**config.mk**
```make
export PLATFORM = sky130hd
export DESIGN_NAME = bus_arbiter
export DESIGN_NICKNAME = d
export VERILOG_FILES = /design/src/rtl/bus_pkg.sv /design/src/rtl/bus_align.sv /design/src/rtl/bus_arbiter.sv
export SDC_FILE = /design/constraint.sdc
export NUM_CORES = 1
export LEC_CHECK = 0
export ABC_AREA = 0
export CAP_MARGIN = 5
export CELL_PAD_IN_SITES_DETAIL_PLACEMENT = 1
export CELL_PAD_IN_SITES_GLOBAL_PLACEMENT = 2
export CORE_MARGIN = 3
export CORE_UTILIZATION = 24
export CTS_CLUSTER_SIZE = 28
export DETAILED_ROUTE_END_ITERATION = 16
export GPL_TIMING_DRIVEN = 0
export PLACE_DENSITY_LB_ADDON = 0.1
export SETUP_SLACK_MARGIN = 0.05
export SYNTH_ARGS = -nofsm -noshare
export SYNTH_HDL_FRONTEND = slang
export SYNTH_SLANG_ARGS = --single-unit
```
**constraint.sdc**
```tcl
create_clock -name clk -period 4.4 [get_ports clk]
set_input_delay 0.88 -clock clk [delete_from_list [all_inputs] [get_ports clk]]
set_output_delay 0.88 -clock clk [all_outputs]
set_load 0.02 [all_outputs]
```
**src/rtl/bus_pkg.sv**
```systemverilog
// Shared encodings, FSM states and lane helpers for the word-wide bus arbiter.
package bus_pkg;

  localparam logic [1:0] SIZE_BYTE = 2'd0;
  localparam logic [1:0] SIZE_HALF = 2'd1;
  localparam logic [1:0] SIZE_WORD = 2'd2;
  localparam logic [1:0] SIZE_RSVD = 2'd3;

  typedef enum logic [1:0] {
    IDLE = 2'd0,
    BUS  = 2'd1,
    DONE = 2'd2
  } state_t;

  function automatic logic [3:0] lane_strobe(input logic [1:0] size, input logic [1:0] off);
    logic [3:0] strb;
    case (size)
      SIZE_BYTE: strb = 4'b0001 << off;
      SIZE_HALF: strb = 4'b0011 << off;
      default:   strb = 4'b1111;
    endcase
    return strb;
  endfunction

  // Rejected without touching the bus: reserved size, dual op, or unaligned half/word.
  function automatic logic req_illegal(input logic [1:0] size, input logic [1:0] off,
                                       input logic ld, input logic st);
    return (size == SIZE_RSVD) || (ld && st) ||
           ((size == SIZE_HALF) && off[0]) ||
           ((size == SIZE_WORD) && (off != 2'b00));
  endfunction

endpackage

```
**src/rtl/bus_align.sv**
```systemverilog
// Combinational byte-lane steering: store replication and load shift/extend.
module bus_align
  import bus_pkg::*;
(
  input  logic [1:0]  off,
  input  logic [1:0]  size,
  input  logic        sign_ext,
  input  logic [31:0] store_data,
  input  logic [31:0] read_data,
  output logic [31:0] write_data,
  output logic [31:0] load_data
);

  logic        [31:0] shifted;
  logic signed [7:0]  byte_s;
  logic signed [15:0] half_s;

  assign shifted = read_data >> {off, 3'b000};
  assign byte_s  = shifted[7:0];
  assign half_s  = shifted[15:0];

  always_comb begin
    write_data = store_data;
    load_data  = shifted;
    case (size)
      SIZE_BYTE: begin
        write_data = {4{store_data[7:0]}};
        load_data  = sign_ext ? 32'(byte_s) : {24'd0, shifted[7:0]};
      end
      SIZE_HALF: begin
        write_data = {2{store_data[15:0]}};
        load_data  = sign_ext ? 32'(half_s) : {16'd0, shifted[15:0]};
      end
      default: begin
        write_data = store_data;
        load_data  = shifted;
      end
    endcase
  end

endmodule

```
**src/rtl/bus_arbiter.sv**
```systemverilog
// Arbitrates CHANNELS requesters onto one 32-bit system bus with lane alignment,
// misalignment rejection and fixed or round-robin priority.
module bus_arbiter
  import bus_pkg::*;
#(
  parameter int CHANNELS    = 2,
  parameter int ADDR_WIDTH  = 32,
  parameter int ROUND_ROBIN = 0
) (
  input  logic                           clk,
  input  logic                           reset,
  input  logic [CHANNELS*ADDR_WIDTH-1:0] req_address,
  input  logic [CHANNELS*32-1:0]         req_store_data,
  input  logic [CHANNELS*2-1:0]          req_size,
  input  logic [CHANNELS-1:0]            req_signed,
  input  logic [CHANNELS-1:0]            req_load,
  input  logic [CHANNELS-1:0]            req_store,
  output logic [CHANNELS-1:0]            req_ready,
  output logic [CHANNELS-1:0]            req_error,
  output logic [31:0]                    req_load_data,
  output logic [ADDR_WIDTH-1:0]          bus_address,
  output logic [31:0]                    bus_write_data,
  output logic [3:0]                     bus_strobe,
  output logic                           bus_write,
  output logic                           bus_valid,
  input  logic                           bus_ready,
  input  logic [31:0]                    bus_read_data
);

  localparam int GW = (CHANNELS > 1) ? $clog2(CHANNELS) : 1;

  state_t          state, state_nxt;
  logic [GW-1:0]   rr, start, grant, sel_idx;
  logic            sel_found;
  logic [CHANNELS-1:0] req_valid, grant_oh, sel_oh;

  logic [ADDR_WIDTH-1:0] sel_addr;
  logic [31:0]           sel_sdata;
  logic [1:0]            sel_size;
  logic                  sel_signed, sel_load, sel_store, sel_bad;

  logic [1:0] lat_off, lat_size;
  logic       lat_signed, lat_load;

  logic [1:0]  al_off, al_size;
  logic        al_sign;
  logic [31:0] al_wdata, al_rdata;

  assign req_valid = req_load | req_store;
  assign start     = (ROUND_ROBIN != 0) ? rr : '0;

  // Rotating search from start; with fixed priority start is always 0.
  always_comb begin
    int idx;
    idx       = 0;
    sel_found = 1'b0;
    sel_idx   = '0;
    for (int k = 0; k < CHANNELS; k++) begin
      idx = int'(start) + k;
      if (idx >= CHANNELS) idx = idx - CHANNELS;
      if (!sel_found && req_valid[GW'(idx)]) begin
        sel_found = 1'b1;
        sel_idx   = GW'(idx);
      end
    end
  end

  always_comb begin
    for (int i = 0; i < CHANNELS; i++) begin
      grant_oh[i] = (GW'(i) == grant);
      sel_oh[i]   = (GW'(i) == sel_idx);
    end
  end

  assign sel_addr   = req_address[sel_idx*ADDR_WIDTH +: ADDR_WIDTH];
  assign sel_sdata  = req_store_data[sel_idx*32 +: 32];
  assign sel_size   = req_size[sel_idx*2 +: 2];
  assign sel_signed = req_signed[sel_idx];
  assign sel_load   = req_load[sel_idx];
  assign sel_store  = req_store[sel_idx];
  assign sel_bad    = req_illegal(sel_size, sel_addr[1:0], sel_load, sel_store);

  // The single aligner serves store replication at grant time and load formatting in BUS.
  assign al_off  = (state == IDLE) ? sel_addr[1:0] : lat_off;
  assign al_size = (state == IDLE) ? sel_size      : lat_size;
  assign al_sign = (state == IDLE) ? sel_signed    : lat_signed;

  bus_align u_align (
    .off        (al_off),
    .size       (al_size),
    .sign_ext   (al_sign),
    .store_data (sel_sdata),
    .read_data  (bus_read_data),
    .write_data (al_wdata),
    .load_data  (al_rdata)
  );

  always_ff @(posedge clk or posedge reset) begin
    if (reset) state <= IDLE;
    else       state <= state_nxt;
  end

  always_comb begin
    state_nxt = state;
    case (state)
      IDLE:    if (sel_found) state_nxt = sel_bad ? DONE : BUS;
      BUS:     if (bus_ready) state_nxt = DONE;
      DONE:    state_nxt = IDLE;
      default: state_nxt = IDLE;
    endcase
  end

  always_ff @(posedge clk or posedge reset) begin
    if (reset) begin
      rr             <= '0;
      grant          <= '0;
      lat_off        <= '0;
      lat_size       <= '0;
      lat_signed     <= 1'b0;
      lat_load       <= 1'b0;
      req_ready      <= '0;
      req_error      <= '0;
      req_load_data  <= '0;
      bus_address    <= '0;
      bus_write_data <= '0;
      bus_strobe     <= '0;
      bus_write      <= 1'b0;
      bus_valid      <= 1'b0;
    end else begin
      req_ready <= '0;
      req_error <= '0;
      case (state)
        IDLE: begin
          if (sel_found) begin
            grant      <= sel_idx;
            lat_off    <= sel_addr[1:0];
            lat_size   <= sel_size;
            lat_signed <= sel_signed;
            lat_load   <= sel_load;
            if (sel_bad) begin
              req_ready     <= sel_oh;
              req_error     <= sel_oh;
              req_load_data <= '0;
            end else begin
              bus_valid      <= 1'b1;
              bus_address    <= {sel_addr[ADDR_WIDTH-1:2], 2'b00};
              bus_write      <= sel_store;
              bus_strobe     <= lane_strobe(sel_size, sel_addr[1:0]);
              bus_write_data <= sel_store ? al_wdata : 32'd0;
            end
          end
        end
        BUS: begin
          if (bus_ready) begin
            bus_valid      <= 1'b0;
            bus_address    <= '0;
            bus_write      <= 1'b0;
            bus_strobe     <= '0;
            bus_write_data <= '0;
            req_ready      <= grant_oh;
            req_load_data  <= lat_load ? al_rdata : 32'd0;
          end
        end
        DONE: begin
          req_load_data <= '0;
          rr            <= (grant == GW'(CHANNELS - 1)) ? '0 : grant + 1'b1;
        end
        default: ;
      endcase
    end
  end

endmodule

```
==> results.yml <==
floorplan:
  num_io_pins: 279
  fp.dieW_um: 159
  initial_core_util: 0.246
  num_rows: 55
  core_area_um2: 22800
  die_area_um2: 25200
  die_h_um: 159
pwr:
  vdd_drop_max_mv: 0.261
  p_leak_nw: 3.59
  power_density_nw_per_um2: 638
synth:
  yosysTopAreaCellShare: 0.492
  synth_top_family_by_area: "compound AO/OA/AOI/OAI gates"
  muxShareOfSynthArea: 0.0570
  synth_cells: 526
  synthFlopType: "dfrtp_1"
  synth_edf_count: 0
  ys_seq_area_frac: 0.492
  yosys.area_share.simple: 0.119
  synth_top_area_cell: "dfrtp_1"
  ys_warn_count: 0
  ys_types: 57
  synth.area.top_cells: "dfrtp_1 49%, a22o_1 9.1%, mux2i_1 4.3%"
  synth_compound_gate_area_share: 0.283
  ys_ff_latch: 110
  yosysMostFrequentCell: "dfrtp_1"
  avgSynthCellArea_um2: 10.6
  netlist_area_um2: 5600
  synthAdderAreaFrac: 0
  synth_xor_area_frac: 0
  async_flop_share: 1.00
  synth_common_cells: "110 x dfrtp_1, 58 x a22o_1, 37 x a21oi_1"
layout:
  final_nets: 916
  layout-drive-gt1-share: 0.0976
  antenna_cells: 0
  syn_to_final_growth_pct: 49.2
  utilization: 0.367
  fin_cells: 1061
  stdcell_area_um2: 8350
sta:
  tightest_slew_ns: 1.04
  finalHoldViolations: 0
  drv_slew: 0
  clock_skew_ns: 0.0154
  fin_crit_sh: 0.694
  setup_slack_ns: 1.34
  grt_setup_unrepaired: "false"
  maxSlewHeadroom: 0.303
  finalSetupViolCount: 0
  fmax_mhz: 327
  final.min_clock_period_ns: 3.06
critical_path:
  required_ns: 4.64
  cp_max_fo: 10
  cp-start-kind: "input pin"
  cp-end-kind: "register"
  arrival_ns: 3.30
  path_class: "in2reg"
outcome:
  status: "complete, no violations"
routing:
  via_per_inst: 5.01
  avgRoutedWirePerCell_um: 21.0
  drt_pass1_iterations: 4
  routed_wl_um: 22300
  drt_iter0_drc: 171
  drc: 0
  vias: 5312
  postRouteAntennaNets: 0
clock_network:
  cts.sinks: 110
  clock_latency_ns: 0.36
  cts_buffers: 9
  cts_setup_buffers: 0
  cts.path.max_buffers: 2
  tritoncts: "done"
  hold_buffers: 0
  htreeDepth: 3
  clk_pin_slew_ns: 0.08
  root_buffer: "clkbuf_16"
  cts-resized-gates: 0
placed_design:
  hpwl_um: 16500
  gp_congestion: 0.807
  io_buffers: 202
  placed_cells: 1045
  dpl_cell_area_um2: 8050
  dp_slack_ns: 0.905
worst_hold_path:
  hold_class: "reg2reg"
global_route:
  grt_pass1_wl_um: 34700
  grt_overflow: 0
  grt_pass1_vias: 5922
  grt_max_degree: 69
  antenna_found_initial: 1
  track_usage: 0.179
job:
  maxCapViolCount: 0
==> area by class of cell <==
cell class                      count  area, µm²
Fill cell                        2544      14400
Sequential cell                   110       2750
Multi-Input combinational cell    362       2580
Timing Repair Buffer              203       2050
Tap cell                          313        392
Buffer                             46        229
Clock buffer                        9        225
Clock inverter                      7       72.6
Inverter                           11       46.3
==> critical path, cell delays in order <==
cell,delay [ns]
clkdlybuf4s50_1,0.45
buf_6,0.16
nor3_4,0.39
o21ai_2,0.16
nor3_4,0.44
nor2_2,0.14
clkbuf_1,0.34
a22o_1,0.33
==> metal layers <==
metal	up-vias	global-route usage	share of wire
met2	145	0.288	0.47
met4	2	0.0549	0.022
met1	2693	0.237	0.44
met5	-	0	0.00090
met3	26	0.0448	0.060
li1	2446	-	-
==> cell families (layout without fill, tap and decap cells) <==
kind of cell	count (synthesis)	after routing
compound gates	214	214
flops	110	110
mux	31	31
buf+inv	57	276
other cells	1	4
simple gates	113	113
==> flip-flops by register name, summed over array words and instances (netlist names) <==
signal          flops
bus_address        30
bus_strobe          4
bus_valid           1
bus_write           1
bus_write_data     32
lat_load            1
lat_off             2
lat_signed          1
lat_size            2
req_error           1
req_load_data      32
req_ready           1
state               2
==> per-stage QoR <==
| step | setup TNS, ns | total power (W) | hold slack (ns) |
|---|---|---|---|
| floorplan | 0 | 0.00321 | 0.479 |
| global placement | -151.50 | 0.00445 | 0.461 |
| detailed placement | 0 | 0.00450 | 0.469 |
| CTS | 0 | 0.00540 | 0.492 |
| global route | 0 | 0.00567 | 0.521 |
| finish | 0 | 0.00532 | 0.492 |
==> cells in the final DEF, fill, tap and decap left out, types with 9 or more instances in the layout <==
cell type | netlist | routed
clkdlybuf4s50_1 | 0 | 202
dfrtp_1 | 110 | 110
a22o_1 | 58 | 58
a21oi_1 | 37 | 37
nand3_1 | 27 | 27
nand2_1 | 26 | 26
mux2i_1 | 24 | 24
a31oi_1 | 23 | 23
buf_2 | 18 | 18
clkbuf_1 | 17 | 17
o211ai_1 | 16 | 16
o2bb2ai_1 | 16 | 16
a2bb2oi_1 | 15 | 15
nor2_1 | 13 | 13
inv_1 | 11 | 10
o22ai_1 | 9 | 9
o21ai_0 | 9 | 9
o31ai_1 | 9 | 9
clkbuf_16 | 0 | 9
==> report_power, final <==
group,switching (W),internal [W]
Combinational,0.00159,0.00127
Clock,0.000451,0.000405
Sequential,0.000237,0.00137
Total,0.00228,0.00305
==> worst paths after layout <==
| path | startpoint | to | slack, ns | cells past startpoint |
|---|---|---|---|---|
| max | req_address[0] | bus_strobe[2] | 1.34 | 8 |
| min in group asynchronous | reset | bus_address[19] | 0.91 | 2 |
| max reg2reg | state[1] | bus_write_data[27] | 1.92 | 6 |
| min | bus_write | bus_write | 0.49 | 1 |
| min reg2reg | bus_write | bus_write | 0.49 | 1 |
| max in group asynchronous | reset | state[1] | 2.75 | 3 |
No activity file was read; power rests on OpenSTA's default activity.
